### config.mk
export PLATFORM = sky130hd
export DESIGN_NAME = io_uart_tx_fifo
export DESIGN_NICKNAME = d
export VERILOG_FILES = /design/src/rtl/io_uart_tx_fifo_pkg.sv /design/src/rtl/io_uart_tx_fifo_fifo.sv /design/src/rtl/io_uart_tx_fifo.sv
export SDC_FILE = /design/constraint.sdc
export NUM_CORES = 1
export LEC_CHECK = 0
export ABC_CLOCK_PERIOD_IN_PS = 2200
export CORE_ASPECT_RATIO = 1.25
export CORE_MARGIN = 2
export CORE_UTILIZATION = 43
export DETAILED_ROUTE_END_ITERATION = 7
export PLACE_DENSITY_LB_ADDON = 0.3
export SLEW_MARGIN = 20
export SYNTH_ARGS = -nofsm -noshare
export SYNTH_HDL_FRONTEND = slang
export SYNTH_SLANG_ARGS = --single-unit
export TNS_END_PERCENT = 10
### constraint.sdc
create_clock -name i_clk -period 2.2 [get_ports i_clk]
set_clock_uncertainty 0.2 [all_clocks]
set_input_delay 0.44 -clock i_clk [delete_from_list [all_inputs] [get_ports i_clk]]
set_output_delay 0.44 -clock i_clk [all_outputs]
set_load 0.1 [all_outputs]
### src/rtl/io_uart_tx_fifo_pkg.sv
// Shared definitions for the buffered UART transmitter.
// Holds the IO word-address select bits, the CNTL status bit positions,
// the transmit FSM state type and a status-word packing helper.
package io_uart_tx_fifo_pkg;

    // One-hot peripheral select bits within the IO word address.
    localparam int IO_LEDS_BIT      = 0;
    localparam int IO_UART_DAT_BIT  = 1;
    localparam int IO_UART_CNTL_BIT = 2;

    // Status bit positions within the CNTL read word.
    localparam int STAT_PENDING_BIT = 8;
    localparam int STAT_FULL_BIT    = 9;
    localparam int STAT_OVF_BIT     = 10;

    typedef enum logic [1:0] {
        TX_IDLE  = 2'd0,
        TX_START = 2'd1,
        TX_DATA  = 2'd2,
        TX_STOP  = 2'd3
    } tx_state_t;

    // Build the CNTL read word; every bit other than the three flags is zero.
    function automatic logic [31:0] pack_status(input logic ovf,
                                                input logic full,
                                                input logic pending);
        logic [31:0] word;
        word                   = '0;
        word[STAT_OVF_BIT]     = ovf;
        word[STAT_FULL_BIT]    = full;
        word[STAT_PENDING_BIT] = pending;
        return word;
    endfunction

endpackage

### src/rtl/io_uart_tx_fifo_fifo.sv
// io_sync_fifo: small synchronous FIFO with show-ahead read.
// Ports:
//   i_clk, i_nrst  clock and asynchronous active-low reset
//   i_push, i_data write side; a push while full is taken only if a pop
//                  happens in the same cycle
//   i_pop          consume the head entry (ignored when empty)
//   o_data         head entry, valid whenever o_empty is 0
//   o_full, o_empty occupancy flags
module io_sync_fifo #(
    parameter int WIDTH = 8,
    parameter int DEPTH = 4
) (
    input  logic             i_clk,
    input  logic             i_nrst,
    input  logic             i_push,
    input  logic [WIDTH-1:0] i_data,
    input  logic             i_pop,
    output logic [WIDTH-1:0] o_data,
    output logic             o_full,
    output logic             o_empty
);

    localparam int AW = (DEPTH > 1) ? $clog2(DEPTH) : 1;

    logic [WIDTH-1:0] mem [DEPTH];

    // Pointers carry one extra wrap bit so full and empty are distinguishable.
    logic [AW:0] wr_ptr_reg;
    logic [AW:0] rd_ptr_reg;
    logic        do_push;
    logic        do_pop;

    assign o_empty = (wr_ptr_reg == rd_ptr_reg);
    assign o_full  = (wr_ptr_reg[AW] != rd_ptr_reg[AW]) &&
                     (wr_ptr_reg[AW-1:0] == rd_ptr_reg[AW-1:0]);

    assign do_pop  = i_pop & ~o_empty;
    assign do_push = i_push & (~o_full | do_pop);

    always_ff @(posedge i_clk or negedge i_nrst) begin
        if (!i_nrst) begin
            wr_ptr_reg <= '0;
            rd_ptr_reg <= '0;
        end else begin
            if (do_push) begin
                wr_ptr_reg <= wr_ptr_reg + {{AW{1'b0}}, 1'b1};
            end
            if (do_pop) begin
                rd_ptr_reg <= rd_ptr_reg + {{AW{1'b0}}, 1'b1};
            end
        end
    end

    // Storage has no reset: contents are only observed behind a valid pointer.
    for (genvar gi = 0; gi < DEPTH; gi++) begin : g_mem
        always_ff @(posedge i_clk) begin
            if (do_push && (wr_ptr_reg[AW-1:0] == AW'(gi))) begin
                mem[gi] <= i_data;
            end
        end
    end

    // Show-ahead: the head entry is presented without a read request.
    assign o_data = mem[rd_ptr_reg[AW-1:0]];

endmodule

### src/rtl/io_uart_tx_fifo.sv
// io_uart_tx_fifo: memory-mapped buffered UART transmitter (8N1, LSB first).
// Ports:
//   i_clk, i_nrst   clock and asynchronous active-low reset
//   i_io_wordaddr   one-hot IO word select (bit1 = DAT, bit2 = CNTL)
//   i_io_wr         one-cycle write strobe
//   i_io_wdata      write data (DAT: byte in [7:0]; CNTL: [10] clears ovf)
//   o_io_rdata      combinational read data, CNTL = {ovf, full, pending} << 8
//   o_txd           registered serial output, idle high
module io_uart_tx_fifo
    import io_uart_tx_fifo_pkg::*;
#(
    parameter int CLK_FREQ_HZ = 12_000_000,
    parameter int BAUD_RATE   = 1_000_000,
    parameter int FIFO_DEPTH  = 4
) (
    input  logic        i_clk,
    input  logic        i_nrst,
    input  logic [11:0] i_io_wordaddr,
    input  logic        i_io_wr,
    input  logic [31:0] i_io_wdata,
    output logic [31:0] o_io_rdata,
    output logic        o_txd
);

    localparam int CLKS_PER_BIT = CLK_FREQ_HZ / BAUD_RATE;
    localparam int BAUD_W       = (CLKS_PER_BIT > 1) ? $clog2(CLKS_PER_BIT) : 1;
    localparam logic [BAUD_W-1:0] BAUD_LAST = BAUD_W'(CLKS_PER_BIT - 1);

    logic       dat_sel;
    logic       cntl_sel;
    logic       push_req;
    logic       push_ok;
    logic       pop;
    logic       fifo_full;
    logic       fifo_empty;
    logic [7:0] fifo_data;
    logic       pending;
    logic       baud_end;

    logic ovf_reg;
    logic ovf_next;

    tx_state_t         state_reg, state_next;
    logic [BAUD_W-1:0] baud_reg,  baud_next;
    logic [2:0]        bit_reg,   bit_next;
    logic [7:0]        shift_reg, shift_next;
    logic              txd_reg,   txd_next;

    // Address bits and write-data bits that this peripheral does not decode.
    logic unused_inputs;
    assign unused_inputs = ^{i_io_wordaddr[11:3], i_io_wordaddr[IO_LEDS_BIT],
                             i_io_wdata[31:11], i_io_wdata[9:8]};

    assign dat_sel  = i_io_wordaddr[IO_UART_DAT_BIT];
    assign cntl_sel = i_io_wordaddr[IO_UART_CNTL_BIT];
    assign push_req = i_io_wr & dat_sel;

    // A full FIFO still takes a byte when the FSM frees a slot this cycle.
    assign push_ok  = push_req & (~fifo_full | pop);

    io_sync_fifo #(
        .WIDTH (8),
        .DEPTH (FIFO_DEPTH)
    ) u_fifo (
        .i_clk   (i_clk),
        .i_nrst  (i_nrst),
        .i_push  (push_ok),
        .i_data  (i_io_wdata[7:0]),
        .i_pop   (pop),
        .o_data  (fifo_data),
        .o_full  (fifo_full),
        .o_empty (fifo_empty)
    );

    // Overflow is sticky; a drop in the same cycle as a clear keeps it set.
    always_comb begin
        ovf_next = ovf_reg;
        if (push_req && !push_ok) begin
            ovf_next = 1'b1;
        end else if (i_io_wr && cntl_sel && i_io_wdata[STAT_OVF_BIT]) begin
            ovf_next = 1'b0;
        end
    end

    assign baud_end = (baud_reg == BAUD_LAST);

    always_comb begin
        state_next = state_reg;
        baud_next  = baud_reg;
        bit_next   = bit_reg;
        shift_next = shift_reg;
        txd_next   = txd_reg;
        pop        = 1'b0;
        case (state_reg)
            TX_IDLE: begin
                baud_next = '0;
                if (!fifo_empty) begin
                    pop        = 1'b1;
                    shift_next = fifo_data;
                    state_next = TX_START;
                    txd_next   = 1'b0;
                end
            end
            TX_START: begin
                if (baud_end) begin
                    baud_next  = '0;
                    bit_next   = 3'd0;
                    state_next = TX_DATA;
                    txd_next   = shift_reg[0];
                end else begin
                    baud_next = baud_reg + 1'b1;
                end
            end
            TX_DATA: begin
                if (baud_end) begin
                    baud_next = '0;
                    if (bit_reg == 3'd7) begin
                        state_next = TX_STOP;
                        txd_next   = 1'b1;
                    end else begin
                        // Shift right so the next bit to send is always in [1].
                        bit_next   = bit_reg + 3'd1;
                        shift_next = {1'b0, shift_reg[7:1]};
                        txd_next   = shift_reg[1];
                    end
                end else begin
                    baud_next = baud_reg + 1'b1;
                end
            end
            TX_STOP: begin
                if (baud_end) begin
                    baud_next = '0;
                    if (!fifo_empty) begin
                        // Back-to-back frame: skip IDLE so there is no gap.
                        pop        = 1'b1;
                        shift_next = fifo_data;
                        state_next = TX_START;
                        txd_next   = 1'b0;
                    end else begin
                        state_next = TX_IDLE;
                    end
                end else begin
                    baud_next = baud_reg + 1'b1;
                end
            end
            default: begin
                state_next = TX_IDLE;
                baud_next  = '0;
                txd_next   = 1'b1;
            end
        endcase
    end

    always_ff @(posedge i_clk or negedge i_nrst) begin
        if (!i_nrst) begin
            state_reg <= TX_IDLE;
            baud_reg  <= '0;
            bit_reg   <= 3'd0;
            shift_reg <= 8'd0;
            txd_reg   <= 1'b1;
            ovf_reg   <= 1'b0;
        end else begin
            state_reg <= state_next;
            baud_reg  <= baud_next;
            bit_reg   <= bit_next;
            shift_reg <= shift_next;
            txd_reg   <= txd_next;
            ovf_reg   <= ovf_next;
        end
    end

    assign o_txd   = txd_reg;
    assign pending = ~fifo_empty | (state_reg != TX_IDLE);

    assign o_io_rdata = cntl_sel ? pack_status(ovf_reg, fifo_full, pending) : 32'd0;

`ifdef TESTBENCH
    // Echo accepted bytes to the simulator console.
    always @(posedge i_clk) begin
        if (i_nrst && push_ok) begin
            $write("%c", i_io_wdata[7:0]);
        end
    end
`endif

endmodule
Word-level counts from Yosys, hierarchy flattened

Memory sizes are Yosys's and may differ from the RTL's.
Index checks and enable logic that the tools add are counted.

Output and inout bits: 33
Bits in writable memories: 32
Bits in registers: 25
Logic and storage cells: 109
Memories: 1

Add/sub/neg operators: 4
Reductions and logical operators: 23
Eq/ne operators: 17
Bitwise logic cells: 9
Multiplexer cells: 47

Memories:

| name       | words | width | read ports | clocked after memory_dff | write ports | RTL line                   | text |
|---|---|---|---|---|---|---|---|
| u_fifo.mem | 4     | 8     | 1          | 0                        | 1           | io_uart_tx_fifo_fifo.sv:25 | `logic [WIDTH-1:0] mem [DEPTH];` |

Operators by type and width:

| operator                                      | number |
|---|---|
| two-way mux 8 bit                             | 7 |
| one-hot mux 8 bit (3 select lines)            | 1 |
| OR reduction 8 bit                            | 3 |
| two-way mux 1 bit                             | 21 |
| two-way mux 2 bit                             | 8 |
| != test 2 bit, second input constant          | 6 |
| two-way mux 11 bit                            | 1 |
| adder 3 x 1 -> 3 bit, second input constant   | 3 |
| two-way mux 3 bit                             | 3 |
| == test 2 bit, second input constant          | 4 |
| logical AND 1 bit                             | 8 |
| one-hot mux 2 bit (4 select lines)            | 1 |
| one-hot mux 4 bit (2 select lines)            | 1 |
| AND reduction 4 bit                           | 2 |
| one-hot mux 3 bit (2 select lines)            | 1 |
| nonzero test 2 bit                            | 3 |
| AND reduction 5 bit                           | 1 |
| adder 4 x 1 -> 4 bit, second input constant   | 1 |
| AND 1 bit                                     | 4 |
| == test 2 x 1 -> 1 bit, second input constant | 2 |
| == test 4 bit, second input constant          | 1 |
| logical NOT 2 bit                             | 2 |
| two-way mux 4 bit                             | 1 |
| one-hot mux 1 bit (4 select lines)            | 1 |
| other kinds (11)                              | 14 |

Logic depth before layout (Yosys ltp)

Depth in word-level cells: 14
Gate-level depth with buffers: 7

Modules after synthesis

From an unflattened synthesis, not the netlist that was laid out.

Cell total of the unflattened synthesis: 224
Area, all modules: 3051.7 um2

Modules (own cells, without submodules):

| module          | cells each | area each (um2) | times used |
|---|---|---|---|
| io_sync_fifo    | 88         | 1621.6          | 1 |
| io_uart_tx_fifo | 136        | 1430.1          | 1 |

Worst setup path before layout

OpenSTA, ideal clock, no wires.

Path type: register to output
From: register u_fifo.rd_ptr_reg[0]
To: output o_io_rdata[9]
Buffers on the path: 1
Path slack: -215 ps
Required time: 1560 ps
Arrival time: 1775 ps
Cell stages (with the launch flop): 5
Path through: dfrtp_1 -> buf_4 -> xnor2_2 -> and3b_1 -> and2_1

Cells in the longest elaborated chain, start to end: 3

Ends and longest elaborated chain:

| item                     | RTL line                   | text |
|---|---|---|
| start: declaration       | io_uart_tx_fifo_fifo.sv:29 | `logic [AW:0] rd_ptr_reg;` |
| start signal: assignment | io_uart_tx_fifo_fifo.sv:49 | `rd_ptr_reg <= rd_ptr_reg + {{AW{1'b0}}, 1'b1};` |
| == test 2 bit            | io_uart_tx_fifo_fifo.sv:35 | `(wr_ptr_reg[AW-1:0] == rd_ptr_reg[AW-1:0]);` |
| logical AND 1 bit        | io_uart_tx_fifo_fifo.sv:34 | `assign o_full = (wr_ptr_reg[AW] != rd_ptr_reg[AW]) &&` |
| two-way mux 11 bit       | io_uart_tx_fifo.sv:175     | `assign o_io_rdata = cntl_sel ? pack_status(ovf_reg, fifo_full, pending) : 32'd0;` |
| end: declaration         | io_uart_tx_fifo.sv:21      | `output logic [31:0] o_io_rdata,` |

Every way passes these cells.

Final worst setup path

From: register state_reg[0]
To: register shift_reg[2]

Cells in the longest elaborated chain, start to end: 3

Ends and longest elaborated chain:

| item                                                                 | RTL line               | text |
|---|---|---|
| start: declaration                                                   | io_uart_tx_fifo.sv:43  | `tx_state_t state_reg, state_next;` |
| start signal: assignment                                             | io_uart_tx_fifo.sv:163 | `state_reg <= state_next;` |
| == test 2 bit / logical NOT 2 bit (equally long branches)            | io_uart_tx_fifo.sv:94  | `case (state_reg)` |
| != test 2 bit (no line) / nonzero test 3 bit (equally long branches) | -                      |  |
| AND reduction 4 bit (no line)                                        | -                      |  |
| end signal: assignment                                               | io_uart_tx_fifo.sv:166 | `shift_reg <= shift_next;` |
| end: declaration                                                     | io_uart_tx_fifo.sv:46  | `logic [7:0] shift_reg, shift_next;` |

Several ways; a longest one is shown, not always the timed one.
A chain may end at the register's enable or synchronous reset.

==> metrics.txt <==
Initial DRC Count 47; violated checks negative setup slack; number of routed nets with antenna violations 0; Power Total 0.00561 W; synthesized instance count 218; Synth Register Bits 57; number of flip-flops in the largest register 32; largest fanout on the critical path 7; Initial Util 44.2%; Worst Hold Class in -> async; Leak Pwr 1.52 nW; EDFF count, synth 32; # rows 33; number of pins exceeding their max-slew limit in the final report 0; most frequent cell after synthesis sky130_fd_sc_hd__edfxtp_1; timing-limited maximum frequency 0.447 GHz; clock latency on the worst-skew pair 0.34 ns; post-detailed-route via-to-cell ratio 4.71; final hold slack 0.271 ns; CP startpoint kind register; routed length per placed instance 13.3 microns; outcome finished, violations left; cell area after synthesis 2900 sq um; number of fill cells 551; length in cells of the worst reg-to-reg path 7; initial antenna violation count 0; Tmin final 2.24 ns; simple-gate area share of the yosys netlist 10.1%; top-area cell type share of the netlist area 33.1%; Post-Synth XOR/XNOR Area 2.93%; fin area 3650 sq um; overflow left after global routing 0; cell type contributing the most total cell area after synthesis sky130_fd_sc_hd__edfxtp_1; GR Util met1 16.6%; first-pass GRT wire length 7960 microns; unrepaired setup endpoints after global routing yes; post-placement cell area 3280 sq um; required time of the critical path 2.23 ns; post-detailed-routing wire length 4800 microns; busiest metal layer after global routing met2; worst setup margin -0.0382 ns; Final Net Count 329; combinational family with the most area after synthesis multiplexers; placer congestion estimate 0.682; share of cells above drive strength 1 32.5%; die footprint 7420 sq um; arrival time at the worst endpoint 2.27 ns; peak supply drop 717 uV; post-synthesis sequential area ratio 54.7%; leading cell types by count after synthesis sky130_fd_sc_hd__edfxtp_1, sky130_fd_sc_hd__buf_4, sky130_fd_sc_hd__nand2_1; routed vias 1700; estimated wirelength of the detail-placed design 3300 microns; CTS tree built; final critical-path share of the clock period 102%; post-detailed-route DRC marker count 0; Sinks on Clock Net 57; count of hold-fix buffers inserted at cts 0; core area 6570 sq um; primary flip-flop cell chosen by synthesis mapping sky130_fd_sc_hd__edfxtp_1; TritonCTS Buffers 9; Max-cap violations 0; proportion of synthesized area in mux cells 11.4%; first drt pass iteration count 4; number of diodes 0; maximum level of the CTS H-tree 3; start-to-end type of the worst setup path reg -> reg; Power Dens Cells 1540 nW/um^2; fraction of registers with async set/reset 43.9%; met3 Usage GRT 4.78%; number of global-route vias before repair 1717; share of synthesized cell area in full adder, half adder and majority cells 5.61%; kind of end point of the critical path register; synthesized area divided by synthesized cell count 13.3 sq um; number of port buffers 17; count of distinct cell types in the synthesized netlist 47; leading cell types by total area after synthesis sky130_fd_sc_hd__edfxtp_1, sky130_fd_sc_hd__dfrtp_1, sky130_fd_sc_hd__buf_4, sky130_fd_sc_hd__mux4_2, sky130_fd_sc_hd__ha_1; clk buf depth 2; synthesis warning total 0; clock transition time at the flip-flop clock pins of the worst setup and hold paths 0.07 ns; width of the die 77.5 microns; area growth from synthesis to layout 25.7%; count of final setup violators 8; Final Hold Vio Count 0; Ports 80; worst slack after detailed placement -0.0985 ns; met2 capacity usage during global routing 24.3%; maximum number of pins on one net before global-route repair 26; global-route total usage across every layer 14.4%; Setup Total Neg Slack -0.265 ns; vertical die dimension 95.8 microns; buffer cell driving the clock tree root sky130_fd_sc_hd__clkbuf_8; Compound-Gate Fraction of Synth Area 5.39%
==> cells in the final DEF, fill, tap and decap left out, types with 7 or more instances in the layout <==
cell type	n
sky130_fd_sc_hd__conb_1	29
sky130_fd_sc_hd__edfxtp_1	32
sky130_fd_sc_hd__dfrtp_1	20
sky130_fd_sc_hd__buf_4	23
sky130_fd_sc_hd__buf_12	8
sky130_fd_sc_hd__inv_1	7
sky130_fd_sc_hd__clkdlybuf4s50_1	13
sky130_fd_sc_hd__clkbuf_8	9
sky130_fd_sc_hd__ha_1	10
sky130_fd_sc_hd__nand2_1	26
sky130_fd_sc_hd__mux4_2	8
sky130_fd_sc_hd__mux2_4	7
==> area by class of cell <==
cell class / instances / area, sq um / area share, %
Inverter: 10 / 37.5 / 1.03
Clock buffer: 9 / 124 / 3.40
Tap cell: 87 / 109 / 2.99
Clock inverter: 7 / 101 / 2.78
Multi-Input combinational cell: 146 / 1210 / 33.1
Timing Repair Buffer: 45 / 474 / 13.0
Sequential cell: 57 / 1590 / 43.7
==> timing repair <==
item	4_1_cts	5_1_grt
pin swaps	6	1
buffers inserted	7	1
gates cloned	0	0
hold endpoints to repair	0	0
setup endpoints to repair	9	11
gates resized for setup	16	4
==> worst paths after layout <==
kind,start,to,slack [ns]
worst max-delay path,state_reg[0],shift_reg[2],-0.04
worst min-delay path,i_nrst,baud_reg[3],0.27
worst max register to register,state_reg[0],shift_reg[2],-0.04
worst min register to register,ovf_reg,ovf_reg,0.29
max in group asynchronous,i_nrst,o_txd,1.23
min in group i_clk,ovf_reg,ovf_reg,0.29
==> worst max-delay path, cell delays in order (launching register included) <==
cell	delay, ns
sky130_fd_sc_hd__dfrtp_2	0.43
sky130_fd_sc_hd__inv_2	0.08
sky130_fd_sc_hd__ha_4	0.16
sky130_fd_sc_hd__or3_4	0.38
sky130_fd_sc_hd__a221oi_4	0.24
sky130_fd_sc_hd__o21a_1	0.20
sky130_fd_sc_hd__buf_12	0.14
sky130_fd_sc_hd__mux2_4	0.30
==> routing by layer <==
| layer | part of all wire (%) | routed length, microns |
|---|---|---|
| met1 | 42 | 2030 |
| met2 | 53 | 2530 |
| met3 | 3.7 | 176 |
| met4 | 1.3 | 64 |
| met5 | 0 | 0 |
==> stage by stage <==
stage                     utilization, %  std cells
after floorplan                        -        246
after global placement              50.0        337
after detailed placement            50.0        337
after CTS                           55.1        360
after global routing                55.5        361
final                               55.5        361
==> report_power, final <==
group	leakage, nW	switching (W)	internal, W
logic	0.818	0.00142	0.00142
clock network	0.106	0.000463	0.000646
registers	0.593	0.000218	0.00144
total	1.52	0.00210	0.00351
==> cell families (layout without fill, tap and decap cells) <==
| group | count (synthesis) | after routing |
|---|---|---|
| mux | 19 | 19 |
| other cells | 1 | 29 |
| fa+ha+maj | 13 | 13 |
| buf+inv | 43 | 71 |
| compound gates | 21 | 21 |
| flops | 57 | 57 |
| simple gates | 56 | 56 |
| xor+xnor | 8 | 8 |
Power figures use the tool's default switching activity.
